--- src/rtl/color_mix_packer_pkg.sv ---
// Shared types and constants for the RGBA -> RGB565 pixel packer.
package color_mix_packer_pkg;

    // Two-pixel packing state: no pixel held, or low half held awaiting its partner.
    typedef enum logic {
        EMPTY = 1'b0,
        HALF  = 1'b1
    } pack_state_t;

    // Output pixel and beat geometry.
    localparam int PIX_W  = 16;
    localparam int DATA_W = 32;
    localparam int KEEP_W = 4;
    localparam int BEAT_W = DATA_W + KEEP_W + 1;  // {tlast, tkeep, tdata}

    localparam logic [KEEP_W-1:0] KEEP_FULL = 4'b1111;
    localparam logic [KEEP_W-1:0] KEEP_HALF = 4'b0011;

    // Channel slot index inside s_axis_tdata, counted from the LSB end.
    localparam int CH_A = 0;
    localparam int CH_B = 1;
    localparam int CH_G = 2;
    localparam int CH_R = 3;

    // Bundle one output beat into the word stored in the skid buffer.
    function automatic logic [BEAT_W-1:0] pack_beat(
        input logic              last,
        input logic [KEEP_W-1:0] keep,
        input logic [PIX_W-1:0]  hi,
        input logic [PIX_W-1:0]  lo
    );
        return {last, keep, hi, lo};
    endfunction

endpackage

--- src/rtl/color_mix_packer_skid.sv ---
// Two-entry output skid buffer with a registered input ready.
// Ready is computed from the next occupancy so it never depends
// combinationally on out_ready.
module color_mix_packer_skid #(
    parameter int DATA_WIDTH = 37
) (
    input  logic                  clk,
    input  logic                  areset,
    input  logic                  in_valid,
    output logic                  in_ready,
    input  logic [DATA_WIDTH-1:0] in_data,
    output logic                  out_valid,
    input  logic                  out_ready,
    output logic [DATA_WIDTH-1:0] out_data
);

    logic [DATA_WIDTH-1:0] mem [2];
    logic [1:0]            count;
    logic [1:0]            count_next;
    logic                  wr_ptr;
    logic                  rd_ptr;
    logic                  push;
    logic                  pop;

    assign push      = in_valid && in_ready;
    assign out_valid = (count != 2'd0);
    assign pop       = out_valid && out_ready;
    // Idle output shows zero so the bus is quiet in and after reset.
    assign out_data  = out_valid ? mem[rd_ptr] : '0;

    // Occupancy after this cycle's push/pop; simultaneous push and pop cancel.
    always_comb begin
        count_next = count;
        case ({push, pop})
            2'b10:   count_next = count + 2'd1;
            2'b01:   count_next = count - 2'd1;
            default: count_next = count;
        endcase
    end

    // Control state: pointers, occupancy and the registered ready.
    always_ff @(posedge clk or posedge areset) begin
        if (areset) begin
            count    <= 2'd0;
            wr_ptr   <= 1'b0;
            rd_ptr   <= 1'b0;
            in_ready <= 1'b0;
        end else begin
            count    <= count_next;
            in_ready <= (count_next != 2'd2);
            if (push) wr_ptr <= ~wr_ptr;
            if (pop)  rd_ptr <= ~rd_ptr;
        end
    end

    // Beat storage; contents are don't-care while not counted as occupied.
    always_ff @(posedge clk) begin
        if (push) mem[wr_ptr] <= in_data;
    end

endmodule

--- src/rtl/color_mix_packer.sv ---
// Converts signed saturated RGBA pixels to RGB565 and packs two pixels per
// 32-bit AXI-Stream beat, flushing a lone pixel early when tlast is seen.
module color_mix_packer
    import color_mix_packer_pkg::*;
#(
    parameter int SUB_PIXEL_WIDTH = 9,
    parameter int COLOR_R_WIDTH   = 5,
    parameter int COLOR_G_WIDTH   = 6,
    parameter int COLOR_B_WIDTH   = 5
) (
    input  logic                         aclk,
    input  logic                         areset,
    input  logic                         s_axis_tvalid,
    output logic                         s_axis_tready,
    input  logic [4*SUB_PIXEL_WIDTH-1:0] s_axis_tdata,
    input  logic                         s_axis_tlast,
    output logic                         m_axis_tvalid,
    input  logic                         m_axis_tready,
    output logic [DATA_W-1:0]            m_axis_tdata,
    output logic [KEEP_W-1:0]            m_axis_tkeep,
    output logic                         m_axis_tlast
);

    localparam int MAG_W = SUB_PIXEL_WIDTH - 1;

    // Negative channels clamp to zero; non-negative keep their magnitude bits.
    function automatic logic [MAG_W-1:0] clamp_mag(
        input logic signed [SUB_PIXEL_WIDTH-1:0] c
    );
        if (c < 0) return '0;
        return c[MAG_W-1:0];
    endfunction

    logic signed [SUB_PIXEL_WIDTH-1:0] chan_r;
    logic signed [SUB_PIXEL_WIDTH-1:0] chan_g;
    logic signed [SUB_PIXEL_WIDTH-1:0] chan_b;
    logic        [MAG_W-1:0]           mag_r;
    logic        [MAG_W-1:0]           mag_g;
    logic        [MAG_W-1:0]           mag_b;
    logic        [PIX_W-1:0]           px_p0;
    logic                              unused_alpha;

    logic                              accept;
    pack_state_t                       state;
    pack_state_t                       state_next;
    logic                              load_low;
    logic        [PIX_W-1:0]           low_p1;
    logic                              push;
    logic        [BEAT_W-1:0]          beat;
    logic        [BEAT_W-1:0]          out_beat;

    assign chan_r = s_axis_tdata[CH_R*SUB_PIXEL_WIDTH +: SUB_PIXEL_WIDTH];
    assign chan_g = s_axis_tdata[CH_G*SUB_PIXEL_WIDTH +: SUB_PIXEL_WIDTH];
    assign chan_b = s_axis_tdata[CH_B*SUB_PIXEL_WIDTH +: SUB_PIXEL_WIDTH];
    // Alpha is carried on the bus but has no place in RGB565.
    assign unused_alpha = ^s_axis_tdata[CH_A*SUB_PIXEL_WIDTH +: SUB_PIXEL_WIDTH];

    // Stage p0: clamp, then truncate each magnitude to its top field bits.
    assign mag_r = clamp_mag(chan_r);
    assign mag_g = clamp_mag(chan_g);
    assign mag_b = clamp_mag(chan_b);
    assign px_p0 = {mag_r[MAG_W-1 -: COLOR_R_WIDTH],
                    mag_g[MAG_W-1 -: COLOR_G_WIDTH],
                    mag_b[MAG_W-1 -: COLOR_B_WIDTH]};

    assign accept = s_axis_tvalid && s_axis_tready;

    // Pack state register; reset drops any held low-half pixel.
    always_ff @(posedge aclk or posedge areset) begin
        if (areset) state <= EMPTY;
        else        state <= state_next;
    end

    // Next pack state: a lone pixel waits in HALF until its partner or tlast arrives.
    always_comb begin
        state_next = state;
        case (state)
            EMPTY:   if (accept && !s_axis_tlast) state_next = HALF;
            HALF:    if (accept)                  state_next = EMPTY;
            default: state_next = EMPTY;
        endcase
    end

    // Pack outputs: which beat (if any) enters the skid buffer this cycle.
    always_comb begin
        push     = 1'b0;
        load_low = 1'b0;
        beat     = '0;
        case (state)
            EMPTY: begin
                if (accept) begin
                    if (s_axis_tlast) begin
                        push = 1'b1;
                        beat = pack_beat(1'b1, KEEP_HALF, '0, px_p0);
                    end else begin
                        load_low = 1'b1;
                    end
                end
            end
            HALF: begin
                if (accept) begin
                    push = 1'b1;
                    beat = pack_beat(s_axis_tlast, KEEP_FULL, px_p0, low_p1);
                end
            end
            default: begin
                push     = 1'b0;
                load_low = 1'b0;
            end
        endcase
    end

    // Stage p1: low-half pixel held until its partner shows up.
    always_ff @(posedge aclk) begin
        if (load_low) low_p1 <= px_p0;
    end

    // Output skid buffer; s_axis_tready is its registered ready.
    color_mix_packer_skid #(
        .DATA_WIDTH(BEAT_W)
    ) u_skid (
        .clk       (aclk),
        .areset    (areset),
        .in_valid  (push),
        .in_ready  (s_axis_tready),
        .in_data   (beat),
        .out_valid (m_axis_tvalid),
        .out_ready (m_axis_tready),
        .out_data  (out_beat)
    );

    assign {m_axis_tlast, m_axis_tkeep, m_axis_tdata} = out_beat;

endmodule

--- config.mk ---
export PLATFORM = sky130hd
export DESIGN_NAME = color_mix_packer
export DESIGN_NICKNAME = d
export VERILOG_FILES = /design/src/rtl/color_mix_packer_pkg.sv /design/src/rtl/color_mix_packer_skid.sv /design/src/rtl/color_mix_packer.sv
export SDC_FILE = /design/constraint.sdc
export NUM_CORES = 1
export LEC_CHECK = 0
export ABC_AREA = 0
export BUFFER_PORTS_ARGS = -buffer_cell sky130_fd_sc_hd__buf_2
export CAP_MARGIN = 20
export CORE_ASPECT_RATIO = 1.25
export CORE_MARGIN = 1.5
export CORE_UTILIZATION = 45
export CTS_BUF_LIST = sky130_fd_sc_hd__clkbuf_8
export DETAILED_ROUTE_END_ITERATION = 7
export GPL_ROUTABILITY_DRIVEN = 0
export PLACE_DENSITY_LB_ADDON = 0.12
export SLEW_MARGIN = 15
export SYNTH_ARGS = -nofsm -noshare
export SYNTH_HDL_FRONTEND = slang
export SYNTH_SLANG_ARGS = --single-unit
--- constraint.sdc ---
create_clock -name aclk -period 2.97 [get_ports aclk]
set_input_delay 0.1485 -clock aclk [delete_from_list [all_inputs] [get_ports aclk]]
set_output_delay 0.1485 -clock aclk [all_outputs]
set_load 0.05 [all_outputs]
==> impl_metrics.prom <==
# TYPE chip_impl_metric gauge
chip_impl_metric{name="synth_sequential_area_ratio",unit="%"} 69.82
chip_impl_info{name="rsz0062_at_grt",value="false"} 1
chip_impl_info{name="critPathSlowestCell",value="dfrtp_2"} 1
chip_impl_metric{name="die_h",unit="um"} 107.3
chip_impl_metric{name="core",unit="mm^2"} 0.008333
chip_impl_metric{name="worstPathBufferInverterCount",unit=""} 2
chip_impl_metric{name="areaGrowthSynthToFinish",unit="%"} 15.57
chip_impl_metric{name="dieArea",unit="mm^2"} 0.009269
chip_impl_metric{name="remaining_drc_errors",unit=""} 0
chip_impl_metric{name="detailedRoute.firstIterationViolations",unit=""} 96
chip_impl_metric{name="synth_nets",unit=""} 324
chip_impl_metric{name="detail_route.wl_per_cell",unit="um"} 15.10
chip_impl_metric{name="timing.final.crit_period",unit="ps"} 2205
chip_impl_metric{name="antenna_cells",unit=""} 0
chip_impl_metric{name="die_width",unit="um"} 86.42
chip_impl_metric{name="detail_route.wirelength",unit="mm"} 6.824
chip_impl_metric{name="timing.final.hold_violations",unit=""} 0
chip_impl_metric{name="overflow",unit=""} 0
chip_impl_metric{name="clk-insertion-delay-late",unit="ps"} 350
chip_impl_metric{name="critical_path.max_fanout",unit=""} 24
chip_impl_metric{name="cts.path.max_buffers",unit=""} 2
chip_impl_metric{name="cts_max_level",unit=""} 3
chip_impl_metric{name="ys_warn_count",unit=""} 0
chip_impl_metric{name="post_cts_setup_driven_buffer_insertion_count",unit=""} 0
chip_impl_metric{name="groute.layer.met3.usage",unit="%"} 3.528
chip_impl_metric{name="final.fill_count",unit=""} 734
chip_impl_metric{name="dr.pass1.iters",unit=""} 4
chip_impl_info{name="hold_class",value="primary input to register"} 1
chip_impl_metric{name="grt_max_degree",unit=""} 36
chip_impl_info{name="critPathTopFamily",value="flip-flops"} 1
chip_impl_metric{name="synth.lib_cells_used.distinct",unit=""} 28
chip_impl_metric{name="p_total",unit="uW"} 4993
chip_impl_info{name="cts_tree",value="done"} 1
chip_impl_metric{name="skew",unit="ps"} 9.935
chip_impl_metric{name="arrival",unit="ps"} 2060
chip_impl_info{name="grt_busiest_layer",value="met2"} 1
chip_impl_info{name="cts_root_buffer",value="clkbuf_8"} 1
chip_impl_metric{name="post-route-worst-setup-slack",unit="ps"} 764.8
chip_impl_metric{name="finalSetupTns",unit="ps"} 0
chip_impl_metric{name="avgViaCountPerCell",unit=""} 4.973
chip_impl_metric{name="final-setup-viol-count",unit=""} 0
chip_impl_metric{name="synth_register_bits",unit=""} 92
chip_impl_metric{name="port_buffers",unit=""} 62
chip_impl_metric{name="stdcell_count",unit=""} 452
chip_impl_metric{name="global_route.usage.met1",unit="%"} 19.93
chip_impl_metric{name="floorplan.initialDensity",unit="%"} 46.97
chip_impl_metric{name="drv_cap",unit=""} 0
chip_impl_metric{name="post_place_worst_slack",unit="ps"} 1124
chip_impl_metric{name="num-nets-final",unit=""} 392
chip_impl_metric{name="global_route.usage.met2",unit="%"} 27.29
chip_impl_metric{name="worst_slew_pin_slew",unit="ps"} 756.2
chip_impl_info{name="most_common_cell_after_layout_fill_and_taps_aside",value="edfxtp_1"} 1
chip_impl_info{name="critical_path.endpoint_type",value="primary output"} 1
chip_impl_metric{name="max_slew_margin",unit="%"} 49.59
chip_impl_metric{name="final_min_period_over_clock_period",unit="%"} 74.25
chip_impl_info{name="outcome",value="complete, no violations"} 1
chip_impl_metric{name="slew_violations",unit=""} 0
chip_impl_metric{name="timing.critical_path.required",unit="ps"} 2820
chip_impl_info{name="critical_path_class",value="register to primary output"} 1
chip_impl_metric{name="multi_input_area",unit="mm^2"} 0.001012
chip_impl_metric{name="ir_worst_vdd",unit="uV"} 588.7
chip_impl_metric{name="postRouteAntennaNets",unit=""} 0
chip_impl_metric{name="global_routing_usage_summed_across_all_routing_layers",unit="%"} 16.22
chip_impl_metric{name="synthesis.area_per_instance",unit="um^2"} 13.88
chip_impl_metric{name="dr_total_vias",unit=""} 2248
chip_impl_metric{name="dp_cells",unit=""} 435
chip_impl_metric{name="power_leakage",unit="uW"} 0.001921
chip_impl_metric{name="synth_cells",unit=""} 282
chip_impl_metric{name="vias_in_the_first_global_route",unit=""} 2237
chip_impl_metric{name="drive_above_1_share",unit="%"} 29.30
chip_impl_info{name="worstSetupStartpointType",value="register"} 1
chip_impl_metric{name="dpl.hpwl",unit="mm"} 4.344
chip_impl_metric{name="synth_area",unit="mm^2"} 0.003914
chip_impl_info{name="cp_cell_sequence",value="buf_4 > mux2i_1 > nor2_1 > buf_2"} 1
chip_impl_metric{name="critical_path.max_stage_delay",unit="ps"} 870
chip_impl_metric{name="grt_pass1_wl",unit="mm"} 10.96
chip_impl_metric{name="power_density",unit="mW/mm^2"} 1104
chip_impl_metric{name="core.rowCount",unit=""} 37
chip_impl_metric{name="seq_area",unit="mm^2"} 0.002734
chip_impl_metric{name="design.portCount",unit=""} 80
chip_impl_metric{name="max_clock_freq",unit="MHz"} 453.5
chip_impl_metric{name="number_of_clock_sinks_seen_by_cts",unit=""} 92
chip_impl_info{name="final_cell_mix",value="edfxtp_1, buf_2, nor2_1, mux2i_1"} 1
chip_impl_metric{name="initial_antenna_violation_count",unit=""} 0
chip_impl_metric{name="ctsResizeCount",unit=""} 0
chip_impl_metric{name="tritoncts.num_buffers",unit=""} 9
chip_impl_metric{name="clkTransAtPathRegs",unit="ps"} 80
[routing by layer]
| metal | wire length [um] | share of wire (%) | up-vias |
|---|---|---|---|
| li1 | - | - | 1107 |
| met1 | 2967 | 43 | 1076 |
| met2 | 3466 | 51 | 55 |
| met3 | 262 | 3.8 | 10 |
| met4 | 127 | 1.9 | 0 |
| met5 | 0 | 0 | - |
[layout make-up]
class | instances | area share [%]
clock buffers | 9 | 2.739
clock inverters | 7 | 1.826
inverters | 20 | 1.687
multi-input cells | 157 | 22.38
flip-flops and latches | 92 | 60.44
well taps | 97 | 2.683
repair buffers | 70 | 8.243
[Yosys cell counts (all sizes together)]
master  instances  area [um^2]
a21o            1        7.510
a21oi           1        5.000
and2            2        15.02
and3            1        11.26
buf            13        106.4
clkinv          1        5.000
dfrtp           6        150.1
edfxtp         86         2582
ha              1        12.51
inv            19        71.32
mux2i          35        350.3
nand2          18        67.56
nand2b         17        113.9
nand3           1        10.01
nor2           56        226.5
nor3            1        5.000
o211ai          1        7.510
o21ai          16        113.9
xnor2           3        26.28
xor2            3        26.28
[through the flow]
step / hold slack, ps / cell area [um^2] / util [%]
after floorplan: -60.54 / 3914 / -
after global routing: 91.57 / 4523 / 54.28
after detailed placement: 80.74 / 4307 / 51.68
after global placement: 74.34 / 4307 / 51.68
after CTS: 80.06 / 4523 / 54.28
final: 93.97 / 4523 / 54.28
[sequential cells by signal, indices dropped and copies added (netlist names)]
name,cells
u_skid.wr_ptr,1
low_p1,16
u_skid.rd_ptr,1
u_skid.count,2
u_skid.mem,70
u_skid.in_ready,1
state,1
[power breakdown]
part	internal, uW	switching (uW)	total (uW)
Combinational	570	1660	2230
Sequential	1700	190	1890
Clock	464	407	870
Total	2740	2260	4990
[logic make-up (layout without fill, tap and decap cells)]
family	Yosys count	in the layout	share of synthesized area [%]
flip-flops	92	92	69.82
multiplexers	35	35	8.952
XOR/XNOR	6	6	1.343
adder cells (fa/ha/maj)	1	1	0.3196
buffers and inverters	33	106	4.667
AND/OR/NAND/NOR	96	96	11.48
AO/OA/AOI/OAI	19	19	3.421
[final timing paths]
kind / start / to / slack (ps) / cells after the start
max: u_skid.rd_ptr / m_axis_tdata[29] / 760 / 4
min: m_axis_tready / u_skid.rd_ptr / 90 / 3
max reg2reg: state / u_skid.mem[1][15] / 1200 / 4
min reg2reg: low_p1[11] / u_skid.mem[0][11] / 540 / 2
max in group asynchronous: areset / u_skid.rd_ptr / 2510 / 3
min in group asynchronous: areset / u_skid.in_ready / 240 / 3
[repair_timing]
| action | CTS | global route |
|---|---|---|
| hold buffers | 1 | 0 |
| endpoints found under the hold margin | 6 | 0 |
| setup endpoints to repair | 0 | 0 |
[worst reg2reg max path, stage by stage (launching register included)]
cell	delay, ps
dfrtp_1	440
o211ai_1	470
inv_2	70
and2_2	300
buf_4	240
(Power assumes the default switching activity.)
